--- src/rtl/mem_arbiter.sv ---
// mem_arbiter: per-core instruction/data arbiter onto one RAM port; data grants stay locked while requested.
// Define ARB_RR_EN for round-robin data arbitration (default: fixed core-0 priority).
module mem_arbiter #(
    parameter int CPUS = 2
) (
    input  logic                  CLK,
    input  logic                  nRST,
    input  logic [CPUS-1:0]       iREN,
    input  logic [CPUS-1:0][31:0] iaddr,
    input  logic [CPUS-1:0]       dREN,
    input  logic [CPUS-1:0]       dWEN,
    input  logic [CPUS-1:0][31:0] daddr,
    input  logic [CPUS-1:0][31:0] dstore,
    output logic [CPUS-1:0]       iwait,
    output logic [CPUS-1:0]       dwait,
    output logic [31:0]           iload,
    output logic [31:0]           dload,
    output logic                  ramREN,
    output logic                  ramWEN,
    output logic [31:0]           ramaddr,
    output logic [31:0]           ramstore,
    input  logic [31:0]           ramload,
    input  logic [1:0]            ramstate,
    output logic [1:0]            grant_id,
    output logic                  busy,
    output logic                  err
);
    typedef enum logic [1:0] {IDLE, GRANT_D, GRANT_I} state_t;
    localparam logic [1:0] ACCESS = 2'd2;
    localparam logic [1:0] ERROR  = 2'd3;

    state_t state, state_n;
    logic owner, owner_n;
    logic [1:0] dq, iq;
    logic d_pick, i_pick, o_dr, o_dw, o_ir, done;

    assign dq = 2'(dREN | dWEN);
    assign iq = 2'(iREN);
    assign i_pick = !iq[0];
    assign o_dr = dREN[owner];
    assign o_dw = dWEN[owner];
    assign o_ir = iREN[owner];

`ifdef ARB_RR_EN
    logic rr_ptr;
    assign d_pick = (rr_ptr && dq[1]) || !dq[0];
    // Pointer moves past the core that just finished its data grant.
    always_ff @(posedge CLK or negedge nRST)
        if (!nRST)
            rr_ptr <= 1'b0;
        else if (state == GRANT_D && state_n == IDLE)
            rr_ptr <= ~owner;
`else
    assign d_pick = !dq[0];
`endif

    always_ff @(posedge CLK or negedge nRST)
        if (!nRST) begin
            state <= IDLE;
            owner <= 1'b0;
            err   <= 1'b0;
        end else begin
            state <= state_n;
            owner <= owner_n;
            err   <= err | (state != IDLE && ramstate == ERROR);
        end

    always_comb begin
        state_n = state;
        owner_n = owner;
        if (state == IDLE) begin
            state_n = |dq ? GRANT_D : |iq ? GRANT_I : IDLE;
            owner_n = |dq ? d_pick : |iq ? i_pick : 1'b0;
        end else if (state == GRANT_D)
            state_n = (o_dr || o_dw) ? GRANT_D : IDLE;
        else if (state == GRANT_I)
            state_n = (o_ir && ramstate != ACCESS) ? GRANT_I : IDLE;
        else
            state_n = IDLE;
    end

    always_comb begin
        ramWEN   = state == GRANT_D && o_dw;
        ramREN   = (state == GRANT_D && o_dr && !o_dw) || (state == GRANT_I && o_ir);
        ramaddr  = state == GRANT_D ? daddr[owner] : state == GRANT_I ? iaddr[owner] : 32'd0;
        ramstore = state == GRANT_D ? dstore[owner] : 32'd0;
        done     = (ramREN || ramWEN) && ramstate == ACCESS;
        iwait    = '1;
        dwait    = '1;
        if (state == GRANT_I)
            iwait[owner] = !done;
        if (state == GRANT_D)
            dwait[owner] = !done;
    end

    assign iload    = ramload;
    assign dload    = ramload;
    assign busy     = state != IDLE;
    assign grant_id = state == IDLE ? 2'b00 : {state == GRANT_D, owner};
endmodule

--- config.mk ---
export PLATFORM = sky130hd
export DESIGN_NAME = mem_arbiter
export DESIGN_NICKNAME = d
export VERILOG_FILES = /design/src/rtl/mem_arbiter.sv
export SDC_FILE = /design/constraint.sdc
export NUM_CORES = 1
export LEC_CHECK = 0
export ABC_AREA = 1
export ABC_CLOCK_PERIOD_IN_PS = 1580
export CAP_MARGIN = 20
export CORE_AREA = 5 5 141 143
export DETAILED_ROUTE_END_ITERATION = 8
export DIE_AREA = 0 0 146 148
export HOLD_SLACK_MARGIN = 0.12
export PLACE_DENSITY = 0.56
export SETUP_SLACK_MARGIN = 0.05
export SLEW_MARGIN = 10
export SYNTH_ARGS = -nofsm -noshare
export SYNTH_HDL_FRONTEND = slang
export SYNTH_SLANG_ARGS = --single-unit
--- constraint.sdc ---
create_clock -name CLK -period 1.58 [get_ports CLK]
set_input_delay 0.474 -clock CLK [delete_from_list [all_inputs] [get_ports CLK]]
set_output_delay 0.474 -clock CLK [all_outputs]
set_load 0.02 [all_outputs]
# ---- Yosys cells after proc, flatten, opt, wreduce, memory -nomap -nowiden
# Cells that the tools add are included.
# W data, S select, Z words.
dict set report totals {
  reg_bits 4
  word_cells 62
}
dict set report op_classes {
  magnitude_cmp 2
  mux 29
  eq_ne 5
  reduce_logical 19
  bitwise 4
}
# cell count
set op_table {}
lappend op_table {{$mux W32} 9}
lappend op_table {{$mux W2} 9}
lappend op_table {{$mux W1} 10}
lappend op_table {{$logic_and A1 B1 Y1} 8}
lappend op_table {{$eq A2 B2 Y1 const B} 3}
lappend op_table {{$logic_not A1 Y1} 4}
lappend op_table {{$or A2 B2 Y2} 2}
lappend op_table {{$reduce_or A2 Y1} 2}
lappend op_table {{$logic_or A1 B1 Y1} 3}
lappend op_table {{$eq A2 B1 Y1 const B} 1}
lappend op_table {{$logic_not A2 Y1} 1}
lappend op_table {{$lt A1 B2 Y1 const B} 1}
lappend op_table {{$ne A2 B2 Y1 const B} 1}
lappend op_table {{$not A2 Y2} 1}
lappend op_table {{$reduce_bool A2 Y1} 1}
lappend op_table {{$demux W1 S1} 1}
lappend op_table {{$ge A1 B1 Y1 const B} 1}
lappend op_table {{$or A1 B1 Y1} 1}

# ---- Logic depth before layout (Yosys ltp)
# Gate-level depths: netlist of the first run.
dict set report logic_depth {
  word_depth 10
  mapped_depth 8
  depth_no_buf 6
}

# ---- Least setup slack after synthesis of the first run
# No wires, ideal clock.
dict set report synth_path {
  path_type {register -> output}
  startpoint {register owner}
  endpoint {output ramstore[27]}
  arrival_time_ps 1278
  t_required_ps 1106
  stages_incl_launch_ff 7
  slack_ps -172
  n_path_buf 3
  cell_sequence {dfrtp_1 > buf_6 > inv_2 > buf_6 > buf_2 > nand2_1 > a21oi_1}
}
dict set report synth_between {
  elab_chain_len 3
}
# element line
set synth_lines {}
lappend synth_lines {{start, declared} 33} ;# logic owner, owner_n;
lappend synth_lines {{start signal, assigned} 64} ;# owner <= owner_n;
lappend synth_lines {{$mux W32 (not written as such) (2 in series)} 86} ;# ramstore = state == GRANT_D ? dstore[owner] : 32'd0;
lappend synth_lines {{$mux W32} 86}
lappend synth_lines {{end, declared} 21} ;# output logic [31:0] ramstore,
# No other way between the ends. The select of a mux whose other input is x is not followed.

# ---- Final worst setup path of the first run
dict set report layout_path {
  startpoint {register state[0]}
  endpoint {output ramaddr[27]}
}
dict set report layout_between {
  elab_chain_len 3
  word_cells_on_any_way 4
}
# element line
set layout_lines {}
lappend layout_lines {{start, declared} 32} ;# state_t state, state_n;
lappend layout_lines {{start signal, assigned} 63} ;# state <= state_n;
lappend layout_lines {{$eq A2 B2 Y1} 85} ;# ramaddr = state == GRANT_D ? daddr[owner] : state == GRANT_I ? iaddr[owner] : 32'd0;
lappend layout_lines {{$mux W32} 85}
lappend layout_lines {{$mux W32 *} 85}
lappend layout_lines {{end, declared} 20} ;# output logic [31:0] ramaddr,
# Mark *: on every way between the ends. The rest lies on a longest branch, timed or not.

==> metrics.cfg, run 1 <==
[status]
status=finished, violations left
violations=negative setup slack

[critical_path]
cp_max_fo=5
crit_type=flip-flop to output pin
cp-end-kind=output pin
start_kind=flip-flop
cp_data_required_time_ns=1.11
arrival_ns=1.60

[pwr]
max-vdd-ir-drop_mv=0.6712
power_leakage_nw=2.427
p_per_area_mw_per_mm2=1589

[floorplanning]
fp.dieW_um=146
initial_core_util_pct=11.88
core_area_mm2=0.01846
die_h_um=148
die_area_mm2=0.02161
io_pins=372
std_cell_rows=50

[yosys]
ys_seq_elements=4
synth_nets=634
netlist_area_mm2=0.002192
yosys.area.top_type=buf_4
yosysTopAreaCellShare_pct=23.63
synth.avg_cell_area_um2=5.480
ys_top_cells_by_area=buf_4 24%, o21ai_0 13%, nand2_1 13%, nor2_1 12%, o22ai_1 9.1%
synth.distinct_cells=23
postSynthCellCount=400
yosys_warnings=0
yosysSeqAreaShare_pct=4.566

[cells_and_area]
fillCellCount=1959
most-common-layout-cells=197 x clkdlybuf4s50_1, 73 x buf_6, 64 x nor2_1
area_growth_syn_to_layout_pct=180.0
final_common_cell=clkdlybuf4s50_1
drive_gt1_share_pct=38.79
antenna_cells=0
fin_util_pct=33.25
final_nets=877

[sta]
maxSlewHeadroom_pct=79.52
fin_ws_ns=-0.4919
finalHoldViolations=0
max_freq_mhz=482.6
fin_setup_tns_ns=-30.01
fin_crit_sh_pct=131.1
min_period_ns=2.072
setup_viol_count_final=73
worstMarginPinSlew_ns=0.3063
rsz0062_at_grt=yes
slew_violations=0
skew_ns=0.003510

[route]
vias_per_cell=4.072
vias=3567
route.antenna.remaining_nets=0
wl_per_cell_um=16.11
finalWirelength_um=14120
drc_errors=0
first_iter_violations=113
dr.pass1.iters=4

[placed_design]
portBuffers=275
gp_congestion=0.7518
dp_hpwl_um=11240

[cts]
numCtsBuffers=3
cts_buffer_depth=2
cts_tree=built
cts.sink_count=4
clkTransAtPathRegs_ns=0.04
clk_latency_ns=0.23
root_buffer=clkbuf_16
htree_levels=1

[global_route]
grt_first_pass_wirelength_um=19770
grt_usage_pct=11.45
grt_max_degree=49
grt_pass1_vias=3574
antenna_found_initial=0
grt-ovfl-total=0

[worst_hold_path]
min_path_type=flip-flop to flip-flop

[run]
max_cap_viol_count=0

-- metal layers --
metal,part of all wire [%],GRT usage (%)
met5,0,0
met2,51,20.63
met4,2.7,3.622
met3,8.5,4.108
met1,38,12.58
-- worst paths after layout --
check	startpoint	endpoint	slack (ns)	cells past startpoint
setup / recovery	state[0]$_DFF_PN0_	ramaddr[27]	-0.49	8
hold / removal	err$_DFF_PN0_	err$_DFF_PN0_	0.47	1
setup reg to reg	owner$_DFFE_PN0P_	state[1]$_DFF_PN0_	0.12	8
hold reg to reg	err$_DFF_PN0_	err$_DFF_PN0_	0.47	1
max in group asynchronous	nRST	owner$_DFFE_PN0P_	0.81	1
min in group asynchronous	nRST	err$_DFF_PN0_	0.50	1
-- kinds of logic after synthesis --
kind of cell	after synthesis	share of synthesized area (%)
AO/OA/AOI/OAI	132	32.48
AND/OR/NAND/NOR	158	29.34
buffers and inverters	106	33.62
flip-flops	4	4.566
-- sequential cells by signal, summed over array words and instances (netlist names) --
name and flops:
owner 1, err 1, state 2
-- where the power goes --
part / total, mW / internal, mW / switching (mW)
clock: 0.423 / 0.335 / 0.0884
sequential: 0.185 / 0.136 / 0.0484
combinational: 9.14 / 4.56 / 4.58
total: 9.75 / 5.03 / 4.72
-- synth_stat cells --
master	count
clkbuf_2	1
a31o_2	2
nor2_1	69
nor2_4	2
nand2_4	1
dfrtp_1	4
buf_6	7
nand4_1	4
nand3_2	2
o32ai_1	1
buf_8	1
clkbuf_1	6
o22ai_1	32
buf_2	12
inv_1	7
nand3_1	2
nand2_2	1
nand2_1	77
a21oi_1	32
buf_4	69
inv_2	3
o21ai_1	6
o21ai_0	59
-- area by class of cell --
| class | instances | area (µm²) | share of cell area (%) |
|---|---|---|---|
| inverter | 10 | 52.55 | 0.8563 |
| sequential | 4 | 103.9 | 1.692 |
| tap | 234 | 292.8 | 4.771 |
| clock buffer | 4 | 78.83 | 1.284 |
| multi-input combinational | 290 | 2061 | 33.58 |
| timing repair buffer | 334 | 3548 | 57.82 |
-- metrics by stage --
step / worst slack, ns / area, µm² / hold WS (ns) / instances / power [mW]
detailed placement: -1.003 / 5587 / 0.4634 / 857 / 8.084
finish: -0.4919 / 6137 / 0.4698 / 876 / 9.749
CTS: -0.5234 / 5702 / 0.4769 / 862 / 8.786
global route: -0.5616 / 6137 / 0.5101 / 876 / 10.31
global placement: -1.009 / 5587 / 0.4698 / 857 / 8.099
floorplan: -0.04758 / 2808 / 0.1784 / 400 / 4.945
-- critical path: stages, from the launching register on --
cell	delay, ns
dfrtp_1	0.40
inv_2	0.07
nor2_4	0.15
buf_6	0.13
buf_8	0.12
buf_6	0.13
o21ai_2	0.06
o22ai_2	0.15
buf_6	0.15
-- what timing repair did --
item,CTS,global route
endpoints found under the setup margin,74,74
hold buffers,0,0
gates resized for setup,445,81
gates cloned,0,6
setup buffers,1,11
pin swaps,0,11
Power figures use the tool's default switching activity.
==> run 2: changes to the inputs <==
--- a/config.mk
+++ b/config.mk
@@ -9,6 +9,7 @@
 export ABC_CLOCK_PERIOD_IN_PS = 1580
 export CAP_MARGIN = 20
 export CORE_AREA = 5 5 141 143
+export CTS_CLUSTER_DIAMETER = 40
 export DETAILED_ROUTE_END_ITERATION = 8
 export DIE_AREA = 0 0 146 148
 export HOLD_SLACK_MARGIN = 0.12
==> results of run 2 <==
Final layout, timing and power as in run 1 (identical DEF).
